[config.mk]
export PLATFORM = sky130hd
export DESIGN_NAME = uart_tx
export DESIGN_NICKNAME = d
export VERILOG_FILES = /design/src/rtl/uart_tx.sv
export SDC_FILE = /design/constraint.sdc
export NUM_CORES = 1
export LEC_CHECK = 0
export CORE_MARGIN = 1
export CORE_UTILIZATION = 50
export CTS_CLUSTER_DIAMETER = 50
export CTS_CLUSTER_SIZE = 10
export DETAILED_ROUTE_END_ITERATION = 10
export GPL_TIMING_DRIVEN = 0
export PLACE_DENSITY = 0.74
export SYNTH_ARGS = -nofsm -noshare
export SYNTH_HDL_FRONTEND = slang
export SYNTH_SLANG_ARGS = --single-unit
[constraint.sdc]
create_clock -name clk -period 1.6 [get_ports clk]
set_clock_uncertainty 0.05 [all_clocks]
set_input_delay 0.24 -clock clk [delete_from_list [all_inputs] [get_ports clk]]
set_output_delay 0.24 -clock clk [all_outputs]
set_load 0.02 [all_outputs]
[src/rtl/uart_tx.sv]
// -----------------------------------------------------------------------------
// uart_tx
//
// Fixed-format UART transmitter: 1 start bit (0), 8 data bits LSB first,
// 1 stop bit (1), no parity. A free-running baud generator produces a
// one-clock strobe every CLKS_PER_BIT clocks. Every line change is registered
// on the clock edge where that strobe is already high, so the line is stable
// across each rising edge of the strobe.
//
// Ports
//   clk       in   system clock, rising edge
//   rst       in   asynchronous active-high reset
//   tx_data   in   byte to send, sampled only when a start is accepted
//   tx_start  in   level-sensitive send request; ignored while busy
//   tx_out    out  serial line, idles high
//   tx_busy   out  high from start acceptance through the end of the stop bit
//   tick      out  registered one-clock baud strobe
// -----------------------------------------------------------------------------
module uart_tx #(
    parameter int CLK_FREQ     = 100000000,
    parameter int BAUD         = 9600,
    parameter int CLKS_PER_BIT = CLK_FREQ / BAUD
) (
    input  logic       clk,
    input  logic       rst,
    input  logic [7:0] tx_data,
    input  logic       tx_start,
    output logic       tx_out,
    output logic       tx_busy,
    output logic       tick
);

    localparam int CNT_W = (CLKS_PER_BIT > 2) ? $clog2(CLKS_PER_BIT) : 1;
    localparam logic [CNT_W-1:0] CNT_LAST = CNT_W'(CLKS_PER_BIT - 1);

    typedef enum logic [2:0] {
        IDLE,
        WAIT,
        START,
        DATA,
        STOP
    } state_t;

    // -------------------------------------------------------------------------
    // Baud generator: runs continuously, idle or busy.
    // -------------------------------------------------------------------------
    logic [CNT_W-1:0] cnt_q;
    logic             tick_q;

    // NOTE: sequential state is always written with non-blocking (<=)
    // assignments so every register samples pre-edge values.
    always_ff @(posedge clk or posedge rst) begin
        if (rst) begin
            cnt_q  <= '0;
            tick_q <= 1'b0;
        end else begin
            cnt_q  <= (cnt_q == CNT_LAST) ? '0 : cnt_q + 1'b1;
            // Strobe rises on the same edge the counter wraps to zero.
            tick_q <= (cnt_q == CNT_LAST);
        end
    end

    // -------------------------------------------------------------------------
    // Frame FSM
    // -------------------------------------------------------------------------
    state_t     state_q, state_d;
    logic [7:0] shift_q, shift_d;
    logic [2:0] idx_q,   idx_d;
    logic       tx_q,    tx_d;
    logic       busy_q,  busy_d;

    always_ff @(posedge clk or posedge rst) begin
        if (rst) begin
            state_q <= IDLE;
            shift_q <= '0;
            idx_q   <= '0;
            tx_q    <= 1'b1;
            busy_q  <= 1'b0;
        end else begin
            state_q <= state_d;
            shift_q <= shift_d;
            idx_q   <= idx_d;
            tx_q    <= tx_d;
            busy_q  <= busy_d;
        end
    end

    always_comb begin
        // NOTE: every signal gets a hold value first so no path through the
        // case statement leaves one unassigned (which would infer a latch).
        state_d = state_q;
        shift_d = shift_q;
        idx_d   = idx_q;
        tx_d    = tx_q;
        busy_d  = busy_q;

        unique case (state_q)
            IDLE: begin
                tx_d   = 1'b1;
                busy_d = 1'b0;
                if (tx_start) begin
                    shift_d = tx_data;
                    busy_d  = 1'b1;
                    // Always wait for the next strobe, even if one is present
                    // now, so the start bit gets a full bit period.
                    state_d = WAIT;
                end
            end
            WAIT: begin
                if (tick_q) begin
                    tx_d    = 1'b0;
                    state_d = START;
                end
            end
            START: begin
                if (tick_q) begin
                    tx_d    = shift_q[0];
                    idx_d   = '0;
                    state_d = DATA;
                end
            end
            DATA: begin
                if (tick_q) begin
                    if (idx_q != 3'd7) begin
                        // Shift right so the next data bit is always at [0];
                        // drive it straight from [1] of the current value.
                        idx_d   = idx_q + 3'd1;
                        shift_d = {1'b0, shift_q[7:1]};
                        tx_d    = shift_q[1];
                    end else begin
                        tx_d    = 1'b1;
                        state_d = STOP;
                    end
                end
            end
            STOP: begin
                if (tick_q) begin
                    busy_d  = 1'b0;
                    state_d = IDLE;
                end
            end
            default: begin
                state_d = IDLE;
            end
        endcase
    end

    assign tx_out  = tx_q;
    assign tx_busy = busy_q;
    assign tick    = tick_q;

endmodule

-- Yosys cells after proc, flatten, opt, wreduce, memory -nomap -nowiden
Index checks and enable logic that the tools add are counted.
- logic and storage cells: 54
- input bits: 11
- output and inout bits: 3
- flip-flop bits (word level): 31
- reduce and logical (&&, ||, !) cells: 10
- equality and inequality tests: 13
- mux-type cells: 22
- add/sub/neg operators: 2
- operators with widths (operator ; number):
    $mux W3 ; 8
    $mux W8 ; 3
    $pmux W8 S2 ; 1
    $pmux W3 S5 ; 1
    $add A14 B1 Y14 const B ; 1
    $eq A14 B14 Y1 const B ; 1
    $mux W14 ; 1
    $ne A2 B2 Y1 const B ; 7
    $reduce_and A4 Y1 ; 3
    $eq A3 B2 Y1 const B ; 2
    $pmux W3 S2 ; 1
    $reduce_and A6 Y1 ; 1
    $reduce_bool A2 Y1 ; 3
    $mux W1 ; 5
    $pmux W1 S4 ; 1
    $reduce_bool A4 Y1 ; 1
    $add A3 B1 Y3 const B ; 1
    $eq A3 B1 Y1 const B ; 1
    $eq A3 B3 Y1 const B ; 1
    $logic_not A3 Y1 ; 1
    $ne A3 B3 Y1 const B ; 1
    $pmux W1 S2 ; 1
    $reduce_and A2 Y1 ; 1

-- Depth between registers and ports, before layout
- depth after elaboration: 4
- gate-level depth with buffers: 7
- mapped depth without buffers: 6

-- Worst setup path before layout
Ideal clock, no wire load.
- path kind: register to register
- start point: register idx_q[0]
- end point: register shift_q[0]
- clock period less this slack: 1.742 ns
- data required time: 1.473 ns
- setup slack: -0.142 ns
- arrival time: 1.614 ns
- path buffers: 1
- setup time: 0.077 ns
- stages on the path, launching flop included: 8
- cells stage by stage: dfrtp_1 ha_1 ha_1 nand4b_1 a21oi_2 buf_2 nor2_1 a21oi_1
- cells in the longest elaborated chain, start to end: 3
- RTL lines (element ; line ; text):
    start, declared ; 68 ; logic [2:0] idx_q, idx_d;
    start signal, assigned ; 82 ; idx_q <= idx_d;
    $ne A3 B3 Y1 ; 124 ; if (idx_q != 3'd7) begin
    $ne A2 B2 Y1 (no source line) ; -- ;
    $reduce_and A4 Y1 (no source line) ; -- ;
    end signal, assigned ; 81 ; shift_q <= shift_d;
    end, declared ; 67 ; logic [7:0] shift_q, shift_d;
Every way passes these cells.
A chain may end at the register's enable or synchronous reset.

-- Worst setup path in the final report
- start point: register state_q[0]
- end point: register shift_q[1]
- cells in the longest elaborated chain, start to end: 3
- elaborated cells on any way between the ends: 8
- classes of those cells: 4 x eq/ne; 1 x mux; 3 x reduce/logical
- RTL lines (element ; line ; text):
    start, declared ; 66 ; state_t state_q, state_d;
    start signal, assigned ; 80 ; state_q <= state_d;
    $eq A3 B2 Y1 or $logic_not A3 Y1 (tied branches) ; 97 ; unique case (state_q)
    $ne A2 B2 Y1 (no source line) or $reduce_bool A2 Y1 (tied branches) ; -- ;
    $reduce_and A4 Y1 (no source line) ; -- ;
Several ways; a longest one is shown, not always the timed one.

==> metrics.log <==
[metrics] tightest slew margin relative to the limit: 0.2283
[metrics] horizontal die dimension: 56.82 µm
[metrics] Worst Slack Setup Final: -0.07084 ns
[metrics] Worst R2R Setup Slack: -0.07 ns
[metrics] hold violation count in the final report: 0
[metrics] largest net degree at the start of global routing: 32
[metrics] Mapped Area: 1503 µm²
[metrics] remaining antenna violation count after routing: 0
[metrics] GRT Residual Overflow: 0
[metrics] count of flip-flops with a built-in enable after synthesis: 0
[metrics] final cell area excluding filler cells: 1916 µm²
[metrics] effective utilization at floorplan: 0.5357
[metrics] NumNets Final: 188
[metrics] DR vias: 1152
[metrics] Yosys Warn Count: 0
[metrics] Distinct cells, synth: 35
[metrics] number of CTS-inserted buffers: 5
[metrics] P per Cell Area: 772.1 nW/µm²
[metrics] DIE AREA: 3229 µm²
[metrics] source-to-sink clock delay at the later pin of the worst-skew pair: 0.34 ns
[metrics] Max stage delay cell, worst path: sky130_fd_sc_hd__or3b_2
[metrics] initial drt markers: 49
[metrics] count of inserted antenna diode cells: 0
[metrics] flops & latches, synth: 31
[metrics] wire length of the first global-routing pass: 4809 µm
[metrics] clock root buffer: sky130_fd_sc_hd__clkbuf_4
[metrics] placed cell count: 185
[metrics] cell area after placement: 1693 µm²
[metrics] area growth from synthesis to layout: 27.48%
[metrics] total of max-cap violations: 0
[metrics] outcome: finished, violations left
[metrics] kind of end point of the critical path: flop
[metrics] area occupied by registers: 778.2 µm²
[metrics] XOR/XNOR share of the synthesized area: 0.06411
[metrics] row count: 19
[metrics] number of optimization iterations in the first detailed-route pass: 4
[metrics] number of remaining DRC errors: 0
[metrics] drt total wl: 2870 µm
[metrics] path category of the worst min-delay check: in -> reg
[metrics] drt wl/cell: 14.00 µm
[metrics] largest vdd supply drop: 0.0007049 V
[metrics] highest achievable clock rate: 598.5 MHz
[metrics] number of standard cells after synthesis: 141
[metrics] maximum buffer depth of the clock tree: 2
[metrics] adder-cell share of the synthesized area: 0.03331
[metrics] startpoint type of the worst setup path: flop
[metrics] Hold Path End: shift_q[7]$_DFFE_PP0P_
[metrics] most common library cell in the layout ignoring fill and taps: sky130_fd_sc_hd__dfrtp_1
[metrics] simple-gate share of the synthesized area: 0.2073
[metrics] net switching power figure: 0.3022 mW
[metrics] Final Critical Period: 1.671 ns
[metrics] clock transition time at the flip-flop clock pins of the worst setup and hold paths: 0.11 ns
[metrics] weighted congestion reported at the end of routability-driven placement: 0.8552
[metrics] port bufs: 13
[metrics] type of the worst setup path: reg -> reg
[metrics] number of global-route vias before repair: 1140
[metrics] internal portion of total power: 1.177 mW
[metrics] RR Startpoint: state_q[0]$_DFFE_PP0P_
[metrics] Final setup viols: 15
[metrics] largest family of logic cells by synthesized area: simple AND/OR/NAND/NOR gates
[metrics] required time of the critical path: 1.83 ns
[metrics] multi-input gate area in the final layout: 740.7 µm²
[metrics] maximum level of the CTS H-tree: 2
[metrics] height of the chip: 56.82 µm
[metrics] clock tree sinks: 31
[metrics] Least-Margin Pin Slew: 1.156 ns
[metrics] biggest fanout along the worst timing path: 7
[metrics] critical path's top delay family: simple AND/OR/NAND/NOR gates
[metrics] Final Hold Slack: 0.4163 ns
[metrics] share of synthesized flip-flops with an asynchronous set or reset: 1.000
[metrics] Net Count, Synth: 156
[metrics] antenna violations before repair: 0
[metrics] violated checks: negative setup slack
[metrics] relative contribution of the clock network to total power: 0.440
[metrics] Core Region: 2805 µm²
[metrics] final clock period utilization by the worst path: 1.044
[metrics] compound-gate portion of the synthesized area: 0.1016
[metrics] clock tree from TritonCTS: yes
[metrics] Hold Path Stages: 3
[metrics] fraction of power spent switching nets: 0.2043
[metrics] count of hold buffers inserted by post-cts repair: 0
[metrics] CP arrival: 1.90 ns
[metrics] number of filler cells placed in the layout: 221
[metrics] share of post-route cells with drive strength above 1: 0.2241
[metrics] Avg Cell Area, Syn: 10.66 µm²
[metrics] GRT Util Overall: 0.1992
[metrics] most frequent cells in the layout: sky130_fd_sc_hd__dfrtp_1, sky130_fd_sc_hd__nor2_1, sky130_fd_sc_hd__a21oi_1, sky130_fd_sc_hd__buf_4, sky130_fd_sc_hd__clkdlybuf4s50_1
[metrics] final standard cell count with taps included and fillers excluded: 205
[metrics] P_leak: 0.9639 nW
[metrics] overall power consumption: 1.479 mW
[metrics] Worst path max stage delay: 0.51 ns
[metrics] cell-by-cell trace of the critical path: or3b_2 -> a21oi_4 -> buf_6 -> nor2_2 -> a21oi_1
[metrics] detailed-placement wirelength estimate: 1842 µm
[metrics] worst hold path startpoint: tx_data[7]
[metrics] number of buffer and inverter stages on the critical path: 1
[metrics] worst reg2reg path depth: 5
[metrics] top flip-flop cell by instance count after synthesis: sky130_fd_sc_hd__dfrtp_1
[metrics] RSZ-0062 raised after global routing: yes
[metrics] r2r endpoint: shift_q[1]$_DFFE_PP0P_
[metrics] proportion of synthesized chip area in sequential cells: 0.5171
[metrics] number of vias per cell after detailed routing: 5.620
[metrics] Combinational Power Share: 0.031
[metrics] pins over their slew limit: 0
[metrics] mux share of post-synthesis cell area: 0.05329
[metrics] part of the power in registers: 0.529
[metrics] I/O pins: 14
==> metrics by stage <==
step           setup TNS [ns]  worst slack [ns]    util
5_1_grt                -1.604           -0.1448  0.6829
3_5_place_dp           -6.776           -0.4208  0.6035
6_report              -0.7004          -0.07084  0.6829
4_1_cts               -0.7180          -0.08193  0.6699
2_1_floorplan        -0.07371          -0.06941       -
3_3_place_gp           -5.613           -0.3977  0.6035
==> routing by layer <==
layer | vias to the layer above | part of all wire | wire length, µm | global-route usage
met5 | - | 0 | 0 | 0
met4 | 0 | 0.021 | 59 | 0.08014
met3 | 8 | 0.039 | 111 | 0.08065
met2 | 14 | 0.47 | 1360 | 0.3146
met1 | 563 | 0.47 | 1339 | 0.2428
li1 | 567 | - | - | -
==> state kept, by name, indices dropped and copies added, names as in the netlist <==
name,count
cnt_q,14
idx_q,3
shift_q,8
state_q,3
tick,1
tx_busy,1
tx_out,1
==> repair_timing <==
item | CTS | global route
buffers inserted | 9 | 2
gates resized for setup | 12 | 10
pin swaps | 8 | 4
gates cloned | 1 | 0
setup endpoints to repair | 19 | 21
==> cell usage after synthesis, types with 2 or more instances <==
cell,instances,area (µm²)
sky130_fd_sc_hd__a21oi_1,10,50.05
sky130_fd_sc_hd__and4_1,2,17.52
sky130_fd_sc_hd__nor3_1,2,10.01
sky130_fd_sc_hd__and3_1,4,25.02
sky130_fd_sc_hd__xnor2_1,3,26.28
sky130_fd_sc_hd__clkbuf_1,4,15.01
sky130_fd_sc_hd__o21ai_0,3,15.01
sky130_fd_sc_hd__nand3_1,9,45.04
sky130_fd_sc_hd__a22o_1,4,35.03
sky130_fd_sc_hd__nor2_1,18,67.56
sky130_fd_sc_hd__nor2b_1,2,12.51
sky130_fd_sc_hd__nand2_1,5,18.77
sky130_fd_sc_hd__nand2b_1,2,12.51
sky130_fd_sc_hd__xor2_1,8,70.07
sky130_fd_sc_hd__dfrtp_1,30,750.7
sky130_fd_sc_hd__mux2i_1,8,80.08
sky130_fd_sc_hd__inv_1,4,15.01
sky130_fd_sc_hd__ha_1,4,50.05
sky130_fd_sc_hd__nand4_1,3,18.77
==> power groups by stage <==
stage / clock network [mW] / registers [mW] / logic, mW
2_1_floorplan: 0 / 0.798 / 0.0168
3_3_place_gp: 0 / 0.798 / 0.0451
3_5_place_dp: 0 / 0.798 / 0.0462
4_1_cts: 0.664 / 0.783 / 0.0464
5_1_grt: 0.700 / 0.783 / 0.0511
6_report: 0.651 / 0.783 / 0.0454
==> tightest hold or removal path, stage by stage <==
cell and delay [ns]:
sky130_fd_sc_hd__clkdlybuf4s50_1 0.40, sky130_fd_sc_hd__nand3_1 0.08, sky130_fd_sc_hd__o21ai_2 0.05
==> cells by family after synthesis <==
kind of cell | Yosys count
xor+xnor | 11
mux | 8
compound gates | 23
simple gates | 55
flops | 31
buf+inv | 9
fa+ha+maj | 4
==> layout make-up <==
cell class,count,area share
buffer,5,0.01502
clock inverter,2,0.01829
multi-input combinational,101,0.3867
clock buffer,6,0.02678
timing repair buffer,25,0.1189
tap,31,0.02025
inverter,4,0.007838
sequential,31,0.4063
==> worst max path at each step <==
stage                                 from                      to  slack, ns  cells after the start
finish              state_q[0]$_DFFE_PP0P_  shift_q[1]$_DFFE_PP0P_      -0.07                      5
detailed placement                tx_start  shift_q[1]$_DFFE_PP0P_      -0.42                      6
floorplan               cnt_q[6]$_DFF_PP0_     cnt_q[11]$_DFF_PP0_      -0.07                      4
CTS                   idx_q[1]$_DFFE_PP0P_  shift_q[3]$_DFFE_PP0P_      -0.08                      7
global route          idx_q[0]$_DFFE_PP0P_  shift_q[0]$_DFFE_PP0P_      -0.14                      7
global placement                  tx_start  shift_q[0]$_DFFE_PP0P_      -0.40                      6
Power figures use the tool's default switching activity.
